==> src/rtl/sram_arbiter.sv <==
// Two-master round-robin arbiter onto a single-port synchronous SRAM.
// Optional grant retention (lock) is enabled by defining SRAM_ARBITER_LOCK_EN.
module sram_arbiter #(
  parameter int LEN_ADDR = 64,
  parameter int LEN_DATA = 64,
  parameter int MAX_LOCK = 16
) (
  input  logic                  clk,
  input  logic                  rst_n,
  input  logic                  m0_req,
  input  logic [LEN_ADDR-1:0]   m0_addr,
  input  logic [LEN_DATA-1:0]   m0_wdata,
  input  logic [LEN_DATA/8-1:0] m0_wstrb,
  input  logic                  m0_lock,
  output logic                  m0_gnt,
  output logic                  m0_rvalid,
  output logic [LEN_DATA-1:0]   m0_rdata,
  input  logic                  m1_req,
  input  logic [LEN_ADDR-1:0]   m1_addr,
  input  logic [LEN_DATA-1:0]   m1_wdata,
  input  logic [LEN_DATA/8-1:0] m1_wstrb,
  input  logic                  m1_lock,
  output logic                  m1_gnt,
  output logic                  m1_rvalid,
  output logic [LEN_DATA-1:0]   m1_rdata,
  output logic                  s_ena,
  output logic [LEN_ADDR-1:0]   s_addra,
  output logic [LEN_DATA-1:0]   s_dina,
  output logic [LEN_DATA/8-1:0] s_wea,
  input  logic [LEN_DATA-1:0]   s_douta
);

  localparam int LEN_STRB = LEN_DATA / 8;

  logic rr_last_q, rr_last_d;
  logic rd_pend_q, rd_pend_d;
  logic rd_tag_q, rd_tag_d;
  logic arb0, arb1;
  logic g0, g1;

`ifdef SRAM_ARBITER_LOCK_EN
  localparam int CNT_W = $clog2(MAX_LOCK + 1);
  typedef enum logic [1:0] {ARB, LOCK0, LOCK1} state_e;
  state_e           state_q, state_d;
  logic [CNT_W-1:0] lock_cnt_q, lock_cnt_d;
`else
  logic unused_lock;
  assign unused_lock = m0_lock ^ m1_lock;
`endif

  // Tie goes to the master that did not win most recently.
  always_comb begin
    arb0 = m0_req && (!m1_req || rr_last_q);
    arb1 = m1_req && !arb0;
  end

  always_comb begin
    g0 = 1'b0;
    g1 = 1'b0;
    if (rst_n) begin
`ifdef SRAM_ARBITER_LOCK_EN
      case (state_q)
        LOCK0:   g0 = m0_req;
        LOCK1:   g1 = m1_req;
        default: begin
          g0 = arb0;
          g1 = arb1;
        end
      endcase
`else
      g0 = arb0;
      g1 = arb1;
`endif
    end
  end

  assign m0_gnt  = g0;
  assign m1_gnt  = g1;
  assign s_ena   = g0 | g1;
  assign s_addra = g1 ? m1_addr  : m0_addr;
  assign s_dina  = g1 ? m1_wdata : m0_wdata;
  assign s_wea   = g0 ? m0_wstrb : (g1 ? m1_wstrb : {LEN_STRB{1'b0}});

  // Single outstanding read: the pending flag plus a tag naming the reader.
  assign m0_rvalid = rd_pend_q & ~rd_tag_q;
  assign m1_rvalid = rd_pend_q &  rd_tag_q;
  assign m0_rdata  = s_douta;
  assign m1_rdata  = s_douta;

  always_comb begin
    rr_last_d = rr_last_q;
    if (g0) rr_last_d = 1'b0;
    if (g1) rr_last_d = 1'b1;
    rd_pend_d = (g0 && (m0_wstrb == '0)) || (g1 && (m1_wstrb == '0));
    rd_tag_d  = g1;
`ifdef SRAM_ARBITER_LOCK_EN
    state_d    = state_q;
    lock_cnt_d = lock_cnt_q;
    case (state_q)
      LOCK0: begin
        if (!m0_req) begin
          state_d    = ARB;
          lock_cnt_d = '0;
          rr_last_d  = 1'b0;
        end else if (!m0_lock || lock_cnt_q >= CNT_W'(MAX_LOCK - 1)) begin
          state_d    = ARB;
          lock_cnt_d = '0;
        end else begin
          lock_cnt_d = lock_cnt_q + 1'b1;
        end
      end
      LOCK1: begin
        if (!m1_req) begin
          state_d    = ARB;
          lock_cnt_d = '0;
          rr_last_d  = 1'b1;
        end else if (!m1_lock || lock_cnt_q >= CNT_W'(MAX_LOCK - 1)) begin
          state_d    = ARB;
          lock_cnt_d = '0;
        end else begin
          lock_cnt_d = lock_cnt_q + 1'b1;
        end
      end
      default: begin
        // A single-grant limit means a lock would release immediately.
        if (MAX_LOCK > 1) begin
          if (g0 && m0_lock) begin
            state_d    = LOCK0;
            lock_cnt_d = CNT_W'(1);
          end else if (g1 && m1_lock) begin
            state_d    = LOCK1;
            lock_cnt_d = CNT_W'(1);
          end
        end
      end
    endcase
`endif
  end

  always_ff @(posedge clk or negedge rst_n) begin
    if (!rst_n) begin
      rr_last_q  <= 1'b1;
      rd_pend_q  <= 1'b0;
      rd_tag_q   <= 1'b0;
`ifdef SRAM_ARBITER_LOCK_EN
      state_q    <= ARB;
      lock_cnt_q <= '0;
`endif
    end else begin
      rr_last_q  <= rr_last_d;
      rd_pend_q  <= rd_pend_d;
      rd_tag_q   <= rd_tag_d;
`ifdef SRAM_ARBITER_LOCK_EN
      state_q    <= state_d;
      lock_cnt_q <= lock_cnt_d;
`endif
    end
  end

endmodule
==> config.mk <==
export PLATFORM = sky130hd
export DESIGN_NAME = sram_arbiter
export DESIGN_NICKNAME = d
export VERILOG_FILES = /design/src/rtl/sram_arbiter.sv
export SDC_FILE = /design/constraint.sdc
export NUM_CORES = 1
export LEC_CHECK = 0
export CAP_MARGIN = 20
export CORE_AREA = 5 5 234 236
export DETAILED_ROUTE_END_ITERATION = 10
export DIE_AREA = 0 0 239 241
export PLACE_DENSITY_LB_ADDON = 0.08
export SLEW_MARGIN = 5
export SYNTH_ARGS = -nofsm -noshare
export SYNTH_HDL_FRONTEND = slang
export SYNTH_SLANG_ARGS = --single-unit
==> constraint.sdc <==
create_clock -name clk -period 2.6 [get_ports clk]
set_clock_uncertainty 0.2 [all_clocks]
set_input_delay 0.52 -clock clk [delete_from_list [all_inputs] [get_ports clk]]
set_output_delay 0.52 -clock clk [all_outputs]
set_load 0.1 [all_outputs]
==> metrics.md, run 1 <==
| Metric | Value |
|---|---|
| Gr ovfl total | `0` |
| Total Neg Setup Slack | `-0.802 ns` |
| Vias per cell | `roughly 2.7` |
| Yosys warns | `0` |
| Relative slew slack | `0.730` |
| CP Class | `flop to primary output` |
| Drt wl/cell | `around 19 um` |
| Leakage power total | `~4 nW` |
| Seq cells post-synth | `3` |
| Tcrit/Tclk final | `1.02` |
| Iteration-0 DRC Markers | `42` |
| Final Max Slew Viols | `0` |
| Worst EP required | `1.88 ns` |
| Post-Route WL | `about 24000 um` |
| Status | `finished with violations` |
| Crit. End Element | `primary output` |
| Number of buffers and inverters on the critical path | `4` |
| Highest-delay cell along the critical path | `dfstp_2` |
| Vias | `approximately 3500` |
| Fmax | `0.378 GHz` |
| Number of global-route vias before repair | `4000` |
| Die X | `239 um` |
| CTS max path bufs | `2` |
| Clock Sinks | `3` |
| Cell mode on critical path | `buf_12` |
| Synth area leaders | `mux2_1 (40%), buf_4 (34%), mux2_2 (7.1%), mux2_4 (5.3%), buf_6 (4.8%)` |
| Mapped Area | `about 0.0028 mm2` |
| Synthesis-to-finish area growth | `227%` |
| WP data arrival | `1.92 ns` |
| Dpl cells | `around 1300` |
| Share of layout cells above drive strength 1 | `0.521` |
| CTS tree | `done` |
| Ys async rst share | `1.00` |
| Post-synth top cells | `buf_4 (129), mux2_1 (100), mux2_2 (18)` |
| Buffers on Ports | `416` |
| Dominant cell type by area after synthesis | `mux2_1` |
| Post-route ant nets | `0` |
| CP cell instances | `nand2_4 -> nand3_4 -> buf_12 -> buf_12 -> bufbuf_16 -> mux2_4 -> buf_12` |
| Gr usage total | `0.0746` |
| Non-Filler Instances | `~1300` |
| Top FF cell, synth | `dfrtp_1` |
| Max Fanout on Critical Path | `10` |
| Post-Syn Nets | `between 600 and 700` |
| Sequential share of the synthesized area | `0.0268` |
| H-Tree Depth | `1` |
| Row count | `84` |
| Crit-path max cell delay | `between 0.5 and 0.6 ns` |
| Starting Density | `0.0544` |
| Die ar. | `roughly 0.058 mm2` |
| Post-synth cell types | `21` |
| Final hold violation count | `0` |
| Crit path max-delay family | `buffers and inverters` |
| Slew @ Worst Pin | `around 0.40 ns` |
| Post-layout util | `0.178` |
| Yosys top cell area share | `0.396` |
| Synthesized instance count | `around 300` |
| Io pins | `about 610` |
| RSZ-0062 raised after global routing | `yes` |
| Power Total | `about 3.6 mW` |
| Clock transition at path regs | `0.03 ns` |
| Final setup vio count | `30` |
| Clock insertion delay at the later pin of the skew report | `0.22 ns` |
| Max cap viols | `0` |
| Maximum VDD drop | `between 0.00015 and 0.0002 V` |
| Count leader, synth | `buf_4` |
| Root Driver | `clkbuf_16` |
| Placer Congestion | `roughly 0.8` |
| Fin nets | `~960` |
| Largest net degree at the start of global routing | `11` |
| DRC violations left | `0` |
| Drt pass-1 iters | `4` |
| DP Wirelength | `20400 um` |
| HP Class | `input pin to async pin` |
| EDFF count, synth | `0` |
| Final min period | `approximately 2.6 ns` |
| Setup WS post-layout | `-0.0445 ns` |
| Initial antenna violation count | `3` |
| Power Density | `about 390 mW/mm2` |
| Failing checks | `negative setup slack` |
| First-pass GRT wire length | `31600 um` |
| Core area | `about 0.052 mm2` |
| Die H | `approximately 240 um` |
| Num CTS Buffers | `3` |
| Syn_area_per_cell | `9.51 um2` |
| CP Launch Type | `flop` |
where the power goes:
part / internal [mW] / switching, mW / leakage [nW] / total, mW
logic: 1.46 / 1.83 / 3.94 / 3.29
clock network: 0.202 / 0.0380 / 0.0382 / 0.240
registers: 0.0536 / 0.00366 / 0.0376 / 0.0573
total: 1.71 / 1.87 / 4.01 / 3.58
sequential cells by signal, indices dropped and copies added, names as in the netlist:
register	cells
rr_last_q	1
rd_tag_q	1
rd_pend_q	1
placed cells by master, fill, tap and decap left out, drive strengths merged:
cell type | Yosys | layout
buf | 142 | 179
dfstp | 1 | 1
a21oi | 1 | 1
bufbuf | 0 | 1
clkbuf | 0 | 5
nor2b | 1 | 1
o21ai | 1 | 1
and4b | 1 | 1
o21a | 1 | 1
nand3 | 1 | 1
nor4 | 4 | 4
a22o | 8 | 8
and2 | 1 | 1
nand2 | 4 | 4
mux2 | 128 | 128
inv | 2 | 2
clkdlybuf4s50 | 0 | 272
diode | 0 | 1
a31o | 1 | 1
dfrtp | 2 | 2
cells by family after synthesis:
kind of cell / share of synthesized area
compound gates: 0.0352
simple gates: 0.0255
flops: 0.0268
buf+inv: 0.392
mux: 0.520
worst paths after layout:
| kind | start | endpoint | slack [ns] | cells after the start |
|---|---|---|---|---|
| setup / recovery | rr_last_q | s_addra[9] | -0.04 | 7 |
| hold / removal | rst_n | rd_tag_q | 0.04 | 2 |
| setup reg to reg | rr_last_q | rd_tag_q | 1.02 | 7 |
| hold reg to reg | rr_last_q | rr_last_q | 0.44 | 3 |
| max in group asynchronous | rst_n | rr_last_q | 1.97 | 2 |
| min in group clk | rr_last_q | rr_last_q | 0.44 | 3 |
metrics by stage:
stage	instance area [um2]	setup slack, ns	hold slack, ns
after detailed placement	8380	-0.383	0.295
final	9300	-0.0445	0.0360
after global routing	9300	-0.109	0.0487
after CTS	9340	-0.0909	0.0360
after floorplan	2860	0.00858	0.0244
after global placement	8380	-0.376	0.317
routing by layer:
metal / routed length (um) / part of all wire / GRT usage / up-vias
li1: - / - / - / 1556
met1: 8390 / 0.35 / 0.0780 / 1575
met2: 12300 / 0.51 / 0.137 / 346
met3: 3410 / 0.14 / 0.0433 / 8
met4: 53 / 0.0022 / 0.00311 / 4
met5: 27 / 0.0011 / 0 / -
cell type report:
cell class                      count  area [um2]
Inverter                            2        10.0
Multi-Input combinational cell    152        2100
Tap cell                          688         861
Fill cell                        5661       42900
Sequential cell                     3        76.3
Timing Repair Buffer              453        6180
Antenna cell                        1        2.50
Clock buffer                        4        78.8
repair_timing:
item	4_1_cts	5_1_grt
endpoints found under the setup margin	138	121
resized for setup	218	25
hold buffers	0	0
pin swaps	2	1
buffers inserted	14	1
gates cloned	10	1
worst reg2reg max path: cells and delay by family, from the launching register on:
kind                   cells  cell delay (ns)
flip-flops                 1             0.54
buffers and inverters      5             0.57
AND/OR/NAND/NOR            2             0.15
Power figures use the tool's default switching activity.
==> inputs of run 2 (changes only) <==
Settings changed: CTS_CLUSTER_SIZE from default to 10, GPL_TIMING_DRIVEN from default to 0.
==> run 2 against run 1 <==
The flow now finishes without violations. Register-to-register slack barely moved. Combinational power is 20% higher. Hold slack gained 0.091 ns. Clock power is essentially flat. Wire length grew 8.0%. Sequential share of layout area is 0.072 points lower. Final area rose by 9.6%. Sequential power barely moved. Worst setup slack improved by 0.062 ns. Critical path depth unchanged. Power increased by 19%. Largest cell class unchanged. Highest routed layer is now met4.
==> metrics.md, run 2 (synthesis gave the netlist of run 1 again) <==
| Metric | Value |
|---|---|
| Status | `finished clean (was finished with violations)` |
| Drt pass-1 iters | `4 (unchanged)` |
| Die ar. | `0.0576 mm2 (unchanged)` |
| Number of global-route vias before repair | `4613 (was 4000)` |
| Vias | `4225 (was 3489)` |
| Combinational share of power | `0.930 (was 0.917)` |
| Cell-internal power | `1.63 mW (was 1.71 mW)` |
| Gr usage total | `0.0785 (was 0.0746)` |
| Multi-input logic area | `0.00183 mm2 (was 0.00210 mm2)` |
| CTS tree | `done (unchanged)` |
| Final hold violation count | `0 (unchanged)` |
| Power Total | `4.25 mW (was 3.58 mW)` |
| Clock share of power | `0.057 (was 0.067)` |
| Initial antenna violation count | `2 (was 3)` |
| Clock insertion delay at the later pin of the skew report | `0.22 ns (about the same)` |
| Root Driver | `clkbuf_16 (unchanged)` |
| HP Class | `input pin to async pin (unchanged)` |
| Net Sw Frac | `0.617 (was 0.522)` |
| Row count | `84 (unchanged)` |
| Die H | `241 um (unchanged)` |
| Iteration-0 DRC Markers | `33 (was 42)` |
| Final setup vio count | `0 (was 30)` |
| Top flop regs | `rd_pend_q (1), rd_tag_q (1), rr_last_q (1) (unchanged)` |
| Maximum VDD drop | `0.000164 V (was 0.000160 V)` |
| Final Max Slew Viols | `0 (unchanged)` |
| Buffers on Ports | `544 (was 416)` |
| Post-Route WL | `26100 um (was 24200 um)` |
| CP Launch Type | `flop (unchanged)` |
| Max Fanout on Critical Path | `5 (was 10)` |
| CP Class | `flop to primary output (unchanged)` |
| Worst EP required | `1.88 ns (about the same)` |
| Max cap viols | `0 (unchanged)` |
| Post-layout util | `0.195 (was 0.178)` |
| R2R Setup Slk | `1.03 ns (was 1.02 ns)` |
| Reg power frac | `0.013 (was 0.016)` |
| Placer Congestion | `0.722 (was 0.797)` |
| Largest net degree at the start of global routing | `11 (unchanged)` |
| Vias per cell | `2.73 (was 2.68)` |
| Gr ovfl total | `0 (unchanged)` |
| Starting Density | `0.0544 (unchanged)` |
| Reg area | `76.3 um2 (unchanged)` |
| CTS max path bufs | `2 (unchanged)` |
| Number of buffers and inverters on the critical path | `4 (unchanged)` |
| Total Neg Setup Slack | `0 ns (was -0.802 ns)` |
| Die X | `239 um (unchanged)` |
| DP Wirelength | `23700 um (was 20400 um)` |
| Post-route ant nets | `0 (unchanged)` |
| WP data arrival | `1.86 ns (was 1.92 ns)` |
| Tcrit/Tclk final | `0.993 (was 1.02)` |
| Core area | `0.0522 mm2 (unchanged)` |
| Crit path max-delay family | `buffers and inverters (unchanged)` |
| Relative slew slack | `0.316 (was 0.730)` |
| Hold Slack | `0.127 ns (was 0.0360 ns)` |
| H-Tree Depth | `1 (unchanged)` |
| Clock Sinks | `3 (unchanged)` |
| Slew @ Worst Pin | `1.02 ns (was 0.401 ns)` |
| CP cell instances | `nand2_4 -> nand3_4 -> buf_12 -> buf_12 -> clkbuf_16 -> mux2_4 -> buf_12 (was nand2_4 -> nand3_4 -> buf_12 -> buf_12 -> bufbuf_16 -> mux2_4 -> buf_12)` |
| Cell mode on critical path | `buf_12 (unchanged)` |
| Final min period | `2.58 ns (was 2.64 ns)` |
| Crit-path max cell delay | `0.54 ns (about the same)` |
| Num CTS Buffers | `3 (unchanged)` |
| Fin nets | `1201 (was 957)` |
| RSZ-0062 raised after global routing | `yes (unchanged)` |
| Io pins | `611 (unchanged)` |
| Crit. End Element | `primary output (unchanged)` |
| DRC violations left | `0 (unchanged)` |
| Fmax | `0.387 GHz (was 0.378 GHz)` |
| Switch Pwr | `2.63 mW (was 1.87 mW)` |
| Leakage power total | `4.35 nW (was 4.01 nW)` |
| First-pass GRT wire length | `33400 um (was 31600 um)` |
| Clock transition at path regs | `0.03 ns (about the same)` |
| Drt wl/cell | `16.9 um (was 18.6 um)` |
| Final-layout fill cell count | `5786 (was 5661)` |
| Most common cell after layout, fill and taps aside | `clkdlybuf4s50_1 (unchanged)` |
| Highest-delay cell along the critical path | `dfstp_2 (unchanged)` |
| Power Density | `417 mW/mm2 (was 385 mW/mm2)` |
| Share of layout cells above drive strength 1 | `0.455 (was 0.521)` |
| Synthesis-to-finish area growth | `259% (was 227%)` |
| Commonest non-fill, non-tap cells in the layout | `clkdlybuf4s50_1 (400), buf_4 (139), buf_12 (63), buf_6 (51), mux2_4 (49) (was clkdlybuf4s50_1 (272), buf_12 (155), mux2_4 (120), buf_4 (12), a22o_2 (8))` |
==> run 2: changes by cell type in the layout (fill, tap and decap cells not counted), moves of 42 or more <==
| cell | change |
|---|---|
| mux2_4 | -71 |
| buf_4 | +127 |
| mux2_1 | +42 |
| buf_12 | -92 |
| buf_6 | +49 |
| clkdlybuf4s50_1 | +128 |
==> run 2: through the flow <==
stage	setup WS [ns]	std cells	area, um2
after floorplan	0.00858	299	2860
after global placement	-1.43	1531	9170
after detailed placement	-1.46	1531	9170
after CTS	-0.0446	1544	10000
after global routing	-0.0372	1548	10200
final	0.0175	1548	10200
==> run 2: layer usage <==
metal  wire length [um]  track usage  vias up
li1                   -            -     2039
met3               2420       0.0249       12
met2              15500        0.168      266
met1               8020       0.0734     1908
met5                  0            0        -
met4                245      0.00934        0
==> run 2: worst register-to-register path, delay by kind of cell, from the launching register on <==
family                 cells  cell delay (ns)
DFF                        1             0.54
buffers and inverters      2             0.25
AOI/OAI and AO/OA          1             0.24
and+or+nand+nor            2             0.22
==> run 2: final cells by class <==
class,instances,share of cell area
clock buffer,4,0.00773
buffer,140,0.116
inverter,2,0.000736
multi-input combinational,152,0.179
tap,688,0.0844
sequential,3,0.00748
timing repair buffer,557,0.604
antenna,2,0.000491
==> run 2: timing repair <==
item	in CTS	in global routing
pin swaps	2	0
setup endpoints to repair	141	104
hold buffers	1	0
cloned	2	3
setup buffers	6	2
hold endpoints to repair	2	0
gates resized for setup	1128	45
==> run 2: power groups by stage <==
| stage | registers, mW | logic (mW) | clock network [mW] |
|---|---|---|---|
| floorplan | 0.0564 | 2.60 | 0 |
| global placement | 0.0575 | 3.65 | 0 |
| detailed placement | 0.0576 | 3.63 | 0 |
| CTS | 0.0576 | 3.95 | 0.247 |
| global route | 0.0577 | 4.07 | 0.256 |
| finish | 0.0574 | 3.96 | 0.240 |
==> run 2: final timing paths <==
kind,from,endpoint,cells after the start
worst min register to register,rr_last_q,rr_last_q,3
worst max-delay path,rr_last_q,s_dina[24],7
worst max register to register,rr_last_q,rd_pend_q,5
min in group clk,rr_last_q,rr_last_q,3
worst min-delay path,rst_n,rr_last_q,1
max in group asynchronous,rst_n,rd_pend_q,2
